==> src/rtl/pipe_control_unit_pkg.sv <==
// pipe_control_unit_pkg: opcode, control-field and FSM encodings shared by the decode-stage control unit.
package pipe_control_unit_pkg;

    // RISC-V major opcodes, inst[6:2]
    localparam logic [4:0] OPC_LOAD     = 5'b00000;
    localparam logic [4:0] OPC_MISC_MEM = 5'b00011;
    localparam logic [4:0] OPC_OP_IMM   = 5'b00100;
    localparam logic [4:0] OPC_AUIPC    = 5'b00101;
    localparam logic [4:0] OPC_STORE    = 5'b01000;
    localparam logic [4:0] OPC_OP       = 5'b01100;
    localparam logic [4:0] OPC_LUI      = 5'b01101;
    localparam logic [4:0] OPC_BRANCH   = 5'b11000;
    localparam logic [4:0] OPC_JALR     = 5'b11001;
    localparam logic [4:0] OPC_JAL      = 5'b11011;
    localparam logic [4:0] OPC_SYSTEM   = 5'b11100;

    // instruction bits that split an opcode group
    localparam int MUL_BIT    = 25;
    localparam int EBREAK_BIT = 21;

    localparam logic [3:0] ALU_R      = 4'b0000;
    localparam logic [3:0] ALU_I      = 4'b0001;
    localparam logic [3:0] ALU_BRANCH = 4'b0010;
    localparam logic [3:0] ALU_LOAD   = 4'b0011;
    localparam logic [3:0] ALU_STORE  = 4'b0100;
    localparam logic [3:0] ALU_JALR   = 4'b0101;
    localparam logic [3:0] ALU_JAL    = 4'b0110;
    localparam logic [3:0] ALU_AUIPC  = 4'b0111;
    localparam logic [3:0] ALU_LUI    = 4'b1000;
    localparam logic [3:0] ALU_MUL    = 4'b1001;

    localparam logic [1:0] RD_0 = 2'b00;
    localparam logic [1:0] RD_1 = 2'b01;
    localparam logic [1:0] RD_2 = 2'b10;

    localparam logic [1:0] BR_NONE = 2'b00;
    localparam logic [1:0] BR_COND = 2'b01;
    localparam logic [1:0] BR_JAL  = 2'b10;
    localparam logic [1:0] BR_JALR = 2'b11;

    // {mem_read, mem_write, reg_write, alu_src, mem_to_reg}
    localparam logic [4:0] FL_NONE  = 5'b00000;
    localparam logic [4:0] FL_LOAD  = 5'b10111;
    localparam logic [4:0] FL_STORE = 5'b01010;
    localparam logic [4:0] FL_IMM   = 5'b00110;
    localparam logic [4:0] FL_REG   = 5'b00100;

    localparam logic [1:0] ST_RUN  = 2'd0;
    localparam logic [1:0] ST_HALT = 2'd1;
    localparam logic [1:0] ST_RSTP = 2'd2;

    typedef struct packed {
        logic [3:0] alu_op;
        logic [1:0] reg_data;
        logic [1:0] branch;
        logic       mem_read;
        logic       mem_write;
        logic       reg_write;
        logic       alu_src;
        logic       mem_to_reg;
    } ctrl_t;

    function automatic ctrl_t mk_ctrl(logic [3:0] alu, logic [1:0] rd, logic [1:0] br, logic [4:0] fl);
        return {alu, rd, br, fl};
    endfunction

endpackage

==> src/rtl/pipe_control_unit_if.sv <==
// pipe_control_unit_if: fetch-side inputs and registered control outputs of the decode-stage control unit.
// slave = control unit side, master = driver/observer side.
interface pipe_control_unit_if;
    logic [31:0] inst;
    logic        in_valid;
    logic        stall;
    logic        flush;
    logic        resume;
    logic        out_valid;
    logic [3:0]  AluOp;
    logic        MemRead;
    logic        MemWrite;
    logic        RegWrite;
    logic        ALUSrc;
    logic        MemToReg;
    logic [1:0]  RegData;
    logic [1:0]  Branch;
    logic        pc_rst;
    logic        pc_halt;
    logic        illegal;

    modport slave (
        input  inst, in_valid, stall, flush, resume,
        output out_valid, AluOp, MemRead, MemWrite, RegWrite, ALUSrc, MemToReg,
               RegData, Branch, pc_rst, pc_halt, illegal
    );

    modport master (
        output inst, in_valid, stall, flush, resume,
        input  out_valid, AluOp, MemRead, MemWrite, RegWrite, ALUSrc, MemToReg,
               RegData, Branch, pc_rst, pc_halt, illegal
    );
endinterface

==> src/rtl/pipe_control_unit_ctrl_decode.sv <==
// ctrl_decode: combinational opcode decode into a control bundle plus ecall/fence/illegal flags.
// Ports: inst (32-bit instruction) in; ctrl bundle, is_ecall, is_fence, is_illegal out.
module ctrl_decode
    import pipe_control_unit_pkg::*;
#(
    parameter bit M_EXT = 1'b1
) (
    input  logic [31:0] inst,
    output ctrl_t       ctrl,
    output logic        is_ecall,
    output logic        is_fence,
    output logic        is_illegal
);
    logic [4:0] op;
    logic       unused_bits;

    assign op          = inst[6:2];
    assign unused_bits = ^{inst[31:26], inst[24:22], inst[20:7], inst[1:0]};

    // SYSTEM and FENCE fall through with an all-zero bundle
    always_comb begin
        ctrl       = '0;
        is_ecall   = 1'b0;
        is_fence   = 1'b0;
        is_illegal = 1'b0;
        case (op)
            OPC_BRANCH:   ctrl = mk_ctrl(ALU_BRANCH, RD_1, BR_COND, FL_NONE);
            OPC_LOAD:     ctrl = mk_ctrl(ALU_LOAD, RD_2, BR_NONE, FL_LOAD);
            OPC_STORE:    ctrl = mk_ctrl(ALU_STORE, RD_1, BR_NONE, FL_STORE);
            OPC_JALR:     ctrl = mk_ctrl(ALU_JALR, RD_0, BR_JALR, FL_IMM);
            OPC_JAL:      ctrl = mk_ctrl(ALU_JAL, RD_0, BR_JAL, FL_IMM);
            OPC_OP_IMM:   ctrl = mk_ctrl(ALU_I, RD_2, BR_NONE, FL_IMM);
            OPC_AUIPC:    ctrl = mk_ctrl(ALU_AUIPC, RD_1, BR_NONE, FL_IMM);
            OPC_LUI:      ctrl = mk_ctrl(ALU_LUI, RD_2, BR_NONE, FL_IMM);
            OPC_OP: begin
                if (!inst[MUL_BIT])
                    ctrl = mk_ctrl(ALU_R, RD_2, BR_NONE, FL_REG);
                else if (M_EXT)
                    ctrl = mk_ctrl(ALU_MUL, RD_2, BR_NONE, FL_REG);
                else
                    is_illegal = 1'b1;
            end
            OPC_SYSTEM:   is_ecall = !inst[EBREAK_BIT];
            OPC_MISC_MEM: is_fence = 1'b1;
            default:      is_illegal = 1'b1;
        endcase
    end
endmodule

==> src/rtl/pipe_control_unit.sv <==
// pipe_control_unit: decode-stage control register with RUN/HALT/RSTP sequencing for ecall, fence and illegal ops.
// Ports: clk rising-edge clock; rst asynchronous active-low reset;
//        bus (slave): inst/in_valid/stall/flush/resume in, registered control bundle,
//        out_valid, pc_rst, pc_halt and one-cycle illegal out.
module pipe_control_unit
    import pipe_control_unit_pkg::*;
#(
    parameter bit          M_EXT            = 1'b1,
    parameter bit          HALT_RESUME      = 1'b1,
    parameter int unsigned FENCE_RST_CYCLES = 1,
    parameter bit          ILLEGAL_HALT     = 1'b0
) (
    input logic                 clk,
    input logic                 rst,
    pipe_control_unit_if.slave  bus
);
    localparam logic [3:0] CNT_INIT = 4'(FENCE_RST_CYCLES - 1);

    ctrl_t      dec, ctrl_q;
    logic       is_ecall, is_fence, is_illegal;
    logic [1:0] state, state_nx;
    logic [3:0] cnt;
    logic       accept, out_valid_q, pc_rst_q, pc_halt_q, illegal_q;

    ctrl_decode #(.M_EXT(M_EXT)) u_decode (
        .inst       (bus.inst),
        .ctrl       (dec),
        .is_ecall   (is_ecall),
        .is_fence   (is_fence),
        .is_illegal (is_illegal)
    );

    assign accept = bus.in_valid && !bus.stall && !bus.flush && state == ST_RUN;

    always_comb begin
        state_nx = ST_RUN;
        if (state == ST_RUN)
            state_nx = !accept ? ST_RUN :
                       (is_ecall || (is_illegal && ILLEGAL_HALT)) ? ST_HALT :
                       is_fence ? ST_RSTP : ST_RUN;
        else if (state == ST_HALT)
            state_nx = (bus.resume && HALT_RESUME) ? ST_RUN : ST_HALT;
        else if (state == ST_RSTP)
            state_nx = (cnt == '0) ? ST_RUN : ST_RSTP;
    end

    // pc_rst/pc_halt follow the next state so they rise in the cycle right after the trigger
    always_ff @(posedge clk or negedge rst) begin
        if (!rst) begin
            state       <= ST_RUN;
            cnt         <= '0;
            ctrl_q      <= '0;
            out_valid_q <= 1'b0;
            pc_rst_q    <= 1'b0;
            pc_halt_q   <= 1'b0;
            illegal_q   <= 1'b0;
        end else begin
            state     <= state_nx;
            cnt       <= (accept && is_fence) ? CNT_INIT :
                         (state == ST_RSTP && cnt != '0) ? cnt - 4'd1 : cnt;
            pc_rst_q  <= state_nx == ST_RSTP;
            pc_halt_q <= state_nx == ST_HALT;
            illegal_q <= accept && is_illegal;
            if (bus.flush || state != ST_RUN) begin
                ctrl_q      <= '0;
                out_valid_q <= 1'b0;
            end else if (!bus.stall) begin
                ctrl_q      <= accept ? dec : '0;
                out_valid_q <= accept && !is_illegal;
            end
        end
    end

    assign bus.out_valid = out_valid_q;
    assign bus.AluOp     = ctrl_q.alu_op;
    assign bus.MemRead   = ctrl_q.mem_read;
    assign bus.MemWrite  = ctrl_q.mem_write;
    assign bus.RegWrite  = ctrl_q.reg_write;
    assign bus.ALUSrc    = ctrl_q.alu_src;
    assign bus.MemToReg  = ctrl_q.mem_to_reg;
    assign bus.RegData   = ctrl_q.reg_data;
    assign bus.Branch    = ctrl_q.branch;
    assign bus.pc_rst    = pc_rst_q;
    assign bus.pc_halt   = pc_halt_q;
    assign bus.illegal   = illegal_q;
endmodule

==> src/flat_wrapper.sv <==
// flat-port wrapper written by rule: the top's interface ports become plain ports
module pipe_control_unit_flat import pipe_control_unit_pkg::*;
#(
    parameter bit          M_EXT            = 1'b1,
    parameter bit          HALT_RESUME      = 1'b1,
    parameter int unsigned FENCE_RST_CYCLES = 1,
    parameter bit          ILLEGAL_HALT     = 1'b0
)
  (clk, rst, bus_inst, bus_in_valid, bus_stall, bus_flush, bus_resume, bus_out_valid, bus_AluOp, bus_MemRead, bus_MemWrite, bus_RegWrite, bus_ALUSrc, bus_MemToReg, bus_RegData, bus_Branch, bus_pc_rst, bus_pc_halt, bus_illegal);
  pipe_control_unit_if bus_i ();
  input logic clk;
  input logic rst;
  input wire logic [$bits(bus_i.inst)-1:0] bus_inst;
  input wire logic [$bits(bus_i.in_valid)-1:0] bus_in_valid;
  input wire logic [$bits(bus_i.stall)-1:0] bus_stall;
  input wire logic [$bits(bus_i.flush)-1:0] bus_flush;
  input wire logic [$bits(bus_i.resume)-1:0] bus_resume;
  output wire logic [$bits(bus_i.out_valid)-1:0] bus_out_valid;
  output wire logic [$bits(bus_i.AluOp)-1:0] bus_AluOp;
  output wire logic [$bits(bus_i.MemRead)-1:0] bus_MemRead;
  output wire logic [$bits(bus_i.MemWrite)-1:0] bus_MemWrite;
  output wire logic [$bits(bus_i.RegWrite)-1:0] bus_RegWrite;
  output wire logic [$bits(bus_i.ALUSrc)-1:0] bus_ALUSrc;
  output wire logic [$bits(bus_i.MemToReg)-1:0] bus_MemToReg;
  output wire logic [$bits(bus_i.RegData)-1:0] bus_RegData;
  output wire logic [$bits(bus_i.Branch)-1:0] bus_Branch;
  output wire logic [$bits(bus_i.pc_rst)-1:0] bus_pc_rst;
  output wire logic [$bits(bus_i.pc_halt)-1:0] bus_pc_halt;
  output wire logic [$bits(bus_i.illegal)-1:0] bus_illegal;
  assign bus_i.inst = bus_inst;
  assign bus_i.in_valid = bus_in_valid;
  assign bus_i.stall = bus_stall;
  assign bus_i.flush = bus_flush;
  assign bus_i.resume = bus_resume;
  assign bus_out_valid = bus_i.out_valid;
  assign bus_AluOp = bus_i.AluOp;
  assign bus_MemRead = bus_i.MemRead;
  assign bus_MemWrite = bus_i.MemWrite;
  assign bus_RegWrite = bus_i.RegWrite;
  assign bus_ALUSrc = bus_i.ALUSrc;
  assign bus_MemToReg = bus_i.MemToReg;
  assign bus_RegData = bus_i.RegData;
  assign bus_Branch = bus_i.Branch;
  assign bus_pc_rst = bus_i.pc_rst;
  assign bus_pc_halt = bus_i.pc_halt;
  assign bus_illegal = bus_i.illegal;
  pipe_control_unit #(.M_EXT(M_EXT), .HALT_RESUME(HALT_RESUME), .FENCE_RST_CYCLES(FENCE_RST_CYCLES), .ILLEGAL_HALT(ILLEGAL_HALT)) u_core (.clk(clk), .rst(rst), .bus(bus_i));
endmodule
==> config.mk <==
export PLATFORM = sky130hd
export DESIGN_NAME = pipe_control_unit_flat
export DESIGN_NICKNAME = d
export VERILOG_FILES = /design/src/rtl/pipe_control_unit_pkg.sv /design/src/rtl/pipe_control_unit_if.sv /design/src/rtl/pipe_control_unit_ctrl_decode.sv /design/src/rtl/pipe_control_unit.sv /design/src/flat_wrapper.sv
export SDC_FILE = /design/constraint.sdc
export NUM_CORES = 1
export LEC_CHECK = 0
export ABC_AREA = 1
export ABC_CLOCK_PERIOD_IN_PS = 1750
export BUFFER_PORTS_ARGS = -buffer_cell sky130_fd_sc_hd__buf_2
export CAP_MARGIN = 40
export CORE_MARGIN = 2
export CORE_UTILIZATION = 45
export DETAILED_ROUTE_END_ITERATION = 8
export HOLD_SLACK_MARGIN = 0.12
export PLACE_DENSITY = 0.77
export SYNTH_ARGS = -nofsm -noshare
export SYNTH_HDL_FRONTEND = slang
export SYNTH_SLANG_ARGS = --single-unit
==> constraint.sdc <==
create_clock -name clk -period 1.75 [get_ports clk]
set_input_delay 0.0875 -clock clk [delete_from_list [all_inputs] [get_ports clk]]
set_output_delay 0.0875 -clock clk [all_outputs]
set_load 0.005 [all_outputs]
## Yosys cells after proc, flatten, opt, wreduce, memory -nomap -nowiden

Cells that the tools add are included.

| word-level totals | value |
|---|---|
| logic and storage cells | 68 |
| register bits | 23 |
| output and inout port bits | 17 |

| operators by class | value |
|---|---|
| muxes and demuxes | 20 |
| add/sub/neg operators | 1 |
| reductions and logical operators | 18 |
| equal/unequal tests | 15 |

Operators by type and width:

| kind | number |
|---|---|
| one-hot mux 13 bit (9 select lines) | 1 |
| 2-to-1 mux 13 bit | 4 |
| equality test 5 bit, second input constant | 4 |
| equality test 5 x 4 -> 1 bit, second input constant | 3 |
| 2-to-1 mux 2 bit | 7 |
| OR reduction 11 bit | 1 |
| equality test 5 x 3 -> 1 bit, second input constant | 2 |
| 2-to-1 mux 4 bit | 2 |
| logical AND 1 bit | 7 |
| 2-to-1 mux 1 bit | 6 |
| equality test 5 x 2 -> 1 bit, second input constant | 1 |
| logical NOT 5 bit | 1 |
| equality test 2 x 1 -> 1 bit, second input constant | 2 |
| equality test 2 bit, second input constant | 2 |
| logical NOT 4 bit | 1 |
| nonzero test 2 bit | 2 |
| nonzero test 4 bit | 1 |
| subtractor 4 x 1 -> 4 bit, second input constant | 1 |
| logical NOT 1 bit | 3 |
| logical NOT 2 bit | 1 |
| inequality test 2 x 1 -> 1 bit, second input constant | 1 |
| logical OR 1 bit | 1 |

## Logic depth before layout (Yosys ltp)

| logic depth | value |
|---|---|
| depth after elaboration | 7 |
| depth in mapped cells | 8 |

## Modules after synthesis

From an unflattened synthesis, not the netlist that was laid out.

| second synthesis, totals | value |
|---|---|
| cells, all modules | 165 |
| area total of the unflattened synthesis | 1,292.5 um2 |

Modules (own cells, without submodules):

| module | times used | area each (um2) | cells each | seq. area each (um2) |
|---|---|---|---|---|
| pipe_control_unit | 1 | 1,023.5 | 111 | 575.6 |
| ctrl_decode | 1 | 269.0 | 54 | 0.0 |

## Worst setup path before layout

OpenSTA, ideal clock, no wires.

| path | value |
|---|---|
| kind | reg2reg |
| start | reg u_core.cnt[0] |
| end | reg u_core.cnt[3] |
| data arrival time | 1,111 ps |
| stages on the path, launching flop included | 9 |
| data required time | 1,633 ps |
| path slack | 522 ps |
| path through | dfrtp_1 -> inv_1 -> ha_1 -> nand2_1 -> nand3_1 -> nor2_1 -> nand2_1 -> nand2_1 -> nor2_1 |

| on the way | value |
|---|---|
| cells in the longest elaborated chain, start to end | 3 |

RTL lines:

| what | line | source |
|---|---|---|
| start: declaration | pipe_control_unit.sv:22 | `logic [3:0] cnt;` |
| start signal: assignment | pipe_control_unit.sv:59 | `cnt <= (accept && is_fence) ? CNT_INIT :` |
| subtractor 4 x 1 -> 4 bit or nonzero test 4 bit (tied branches) | pipe_control_unit.sv:60 | `(state == ST_RSTP && cnt != '0) ? cnt - 4'd1 : cnt;` |
| 2-to-1 mux 4 bit or logical AND 1 bit (tied branches) | pipe_control_unit.sv:60 |  |
| 2-to-1 mux 4 bit or nonzero test 2 bit (tied branches) | n/a |  |

Parallel ways exist; a longest one is shown, timed or not. The select of a mux whose other input is x is not followed.
A chain may end at the register's enable or synchronous reset.

## Final worst setup path

Same ends and word-level chain as after synthesis.

==> metrics <==
worst slew pin tran=0.486 ns; Hold Violations, Final=0; Internal Power=0.784 mW; largest net degree at the start of global routing=23; Metal-1 WL=1060 µm; CTS Buffer Depth=2; worst-path maximum fanout=6; IO Pins=55; Post-Syn Instances=146; postcts setup bufs=0; Fin Clk Skew=0.00105 ns; # diodes=0; crit path from=u_core.cnt[0]; worst setup path category=reg2reg; met3 routed WL=146 µm; reg-to-reg setup timing slack=0.36 ns; share of layout cells above drive strength 1=23.2%; Rel. slew slack=67.6%; Net Switching=0.336 mW; routed length on met2=1170 µm; Peak VDD IR=0.000491 V; vias in the first global route=1016; grt ovf=0; core area=2430 µm²; crit path DAT=1.61 ns; RSZ-0062 raised after global routing=no; Placer Congestion=0.817; timing endpoint of the critical path=u_core.cnt[3]; status=finished, final reports clean; fin. max-slew vios=0; die area=2930 µm²; post-cts sizing count=0; worst min path class=in2reg; leakage=0.831 nW; Yosys warning count=0; Detailed Route WL=2450 µm; r2r startpoint=u_core.cnt[0]; H-tree depth=1; Avg Inst Size Synth=7.75 µm²; Syn Std Cell Area=1130 µm²; Layout fillers=225; post-layout min period=1.39 ns; First-pass DRT Iterations=5; WP data required=1.97 ns; worst skew pair latency=0.31 ns; DRT antenna net count=0; antenna violations before repair=0; Max-Cap Viols=0; Area Overhead vs Synth=21.5%; CTS Sinks=22; DRC Markers=0; mean routed wirelength per cell=11.6 µm; Logic pwr share=21.2%; TritonCTS Buffers=3; clock share of power=25.1%; hpwl dp=1820 µm; Initial Utilization=46.5%; final setup violation count=0; switching part of the total=30.0%; final instance area=1370 µm²; hold_buf cts=4; Synth Net Count=185; Synth Register Bits=22; Cell Pwr Density=815 nW/µm²; fin util=56.5%; root buffer cell=clkbuf_4; routed vias=1106; final period utilization=79.3%; CP Launch Type=flop; Netlist cell types=22; Vias/cell=5.24; FMAX=721 MHz; Die X=54.1 µm; GRT Total Usage=19.3%; Seq/Total Area, Yosys=48.7%; sequential power share=53.7%; DRT iter0 DRCs=30; DR top layer=met4; Setup crit end kind=flop; clock slew at reported path FFs=0.12 ns; I/O Buffers=29; nets@finish=221; Worst R2R Path Depth=8; first-pass GRT wire length=4110 µm; Setup TNS Final=0 ns; CTS tree=yes; Die H=54.1 µm; reg-to-reg critical path endpoint=u_core.cnt[3]; DP Area=1300 µm²; Rows=18
## state kept, by name, indices dropped and copies added (netlist names), 2 cells and up
| register | count |
|---|---|
| u_core.bus.AluOp | 4 |
| u_core.bus.Branch | 2 |
| u_core.bus.RegData | 2 |
| u_core.cnt | 4 |
| u_core.state | 2 |
## layer usage
| metal | up-vias | GRT usage (%) |
|---|---|---|
| met3 | 7 | 3.33 |
| met5 | - | 0 |
| met4 | 0 | 10.0 |
| met1 | 515 | 24.3 |
| li1 | 542 | - |
| met2 | 42 | 31.5 |
## stage by stage
stage	power, mW	std cells	hold WS (ns)	setup WS [ns]
final	1.12	211	0.129	0.363
after global routing	1.19	211	0.144	0.236
after CTS	1.13	211	0.124	0.366
after detailed placement	0.844	203	0.0846	0.385
after global placement	0.828	203	0.0694	0.447
after floorplan	0.764	146	-0.208	0.522
## cells in the final DEF, fill, tap and decap left out, drive strengths merged
cell type	count
nand4	5
nor2	17
inv	17
o211ai	1
nand3	17
a21oi	1
buf	30
o22ai	1
dfrtp	22
ha	1
nor3	1
o32ai	2
nand2	49
dlygate4sd3	4
o21ai	9
clkbuf	4
## logic make-up (layout without fill, tap and decap cells)
kind of cell / Yosys count / count (layout) / synth area share (%)
buffers and inverters: 20 / 55 / 7.74
and+or+nand+nor: 89 / 89 / 35.3
DFF: 22 / 22 / 48.7
adders and majority gates: 1 / 1 / 1.11
AOI/OAI and AO/OA: 14 / 14 / 7.19
## power groups by stage
| stage | logic, mW | registers [mW] | clock network, mW |
|---|---|---|---|
| global route | 0.280 | 0.608 | 0.303 |
| CTS | 0.241 | 0.600 | 0.284 |
| global placement | 0.220 | 0.607 | 0 |
| finish | 0.238 | 0.601 | 0.282 |
| detailed placement | 0.235 | 0.609 | 0 |
| floorplan | 0.159 | 0.605 | 0 |
## layout make-up
type                    instances  area (µm²)  share of cell area (%)
flip-flops and latches         22         551                    40.1
multi-input cells             104         493                    35.9
repair buffers                 34         193                    14.0
inverters                      17        63.8                    4.64
well taps                      30        37.5                    2.73
clock buffers                   4        36.3                    2.64
## worst min path at each step
| stage | start | endpoint | cells after the start |
|---|---|---|---|
| after floorplan | rst | u_core.bus.ALUSrc | 0 |
| after global placement | rst | u_core.bus.out_valid | 1 |
| after detailed placement | rst | u_core.bus.AluOp[1] | 1 |
| after CTS | bus_inst[3] | u_core.bus.Branch[0] | 4 |
| after global routing | bus_inst[3] | u_core.bus.Branch[0] | 4 |
| final | bus_inst[3] | u_core.bus.Branch[0] | 4 |
## critical path, cell delays in order, from the launching register on
cell and delay (ns):
dfrtp_1 0.39, inv_1 0.06, ha_1 0.22, nand2_1 0.10, nand3_1 0.19, nor2_1 0.18
nand2_1 0.06, nand2_1 0.05, nor2_1 0.04
## synthesized netlist by cell type (all sizes together)
library cell	instances	area, µm²
nand4	5	31.3
nand2	49	189
buf	3	23.8
ha	1	12.5
o32ai	2	17.5
o22ai	1	6.26
o211ai	1	7.51
nor2	17	83.8
o21ai	9	45.0
inv	17	63.8
nor3	1	5.00
dfrtp	22	551
nand3	17	90.1
a21oi	1	5.00
Note: power is estimated with default switching activity, not from simulation.
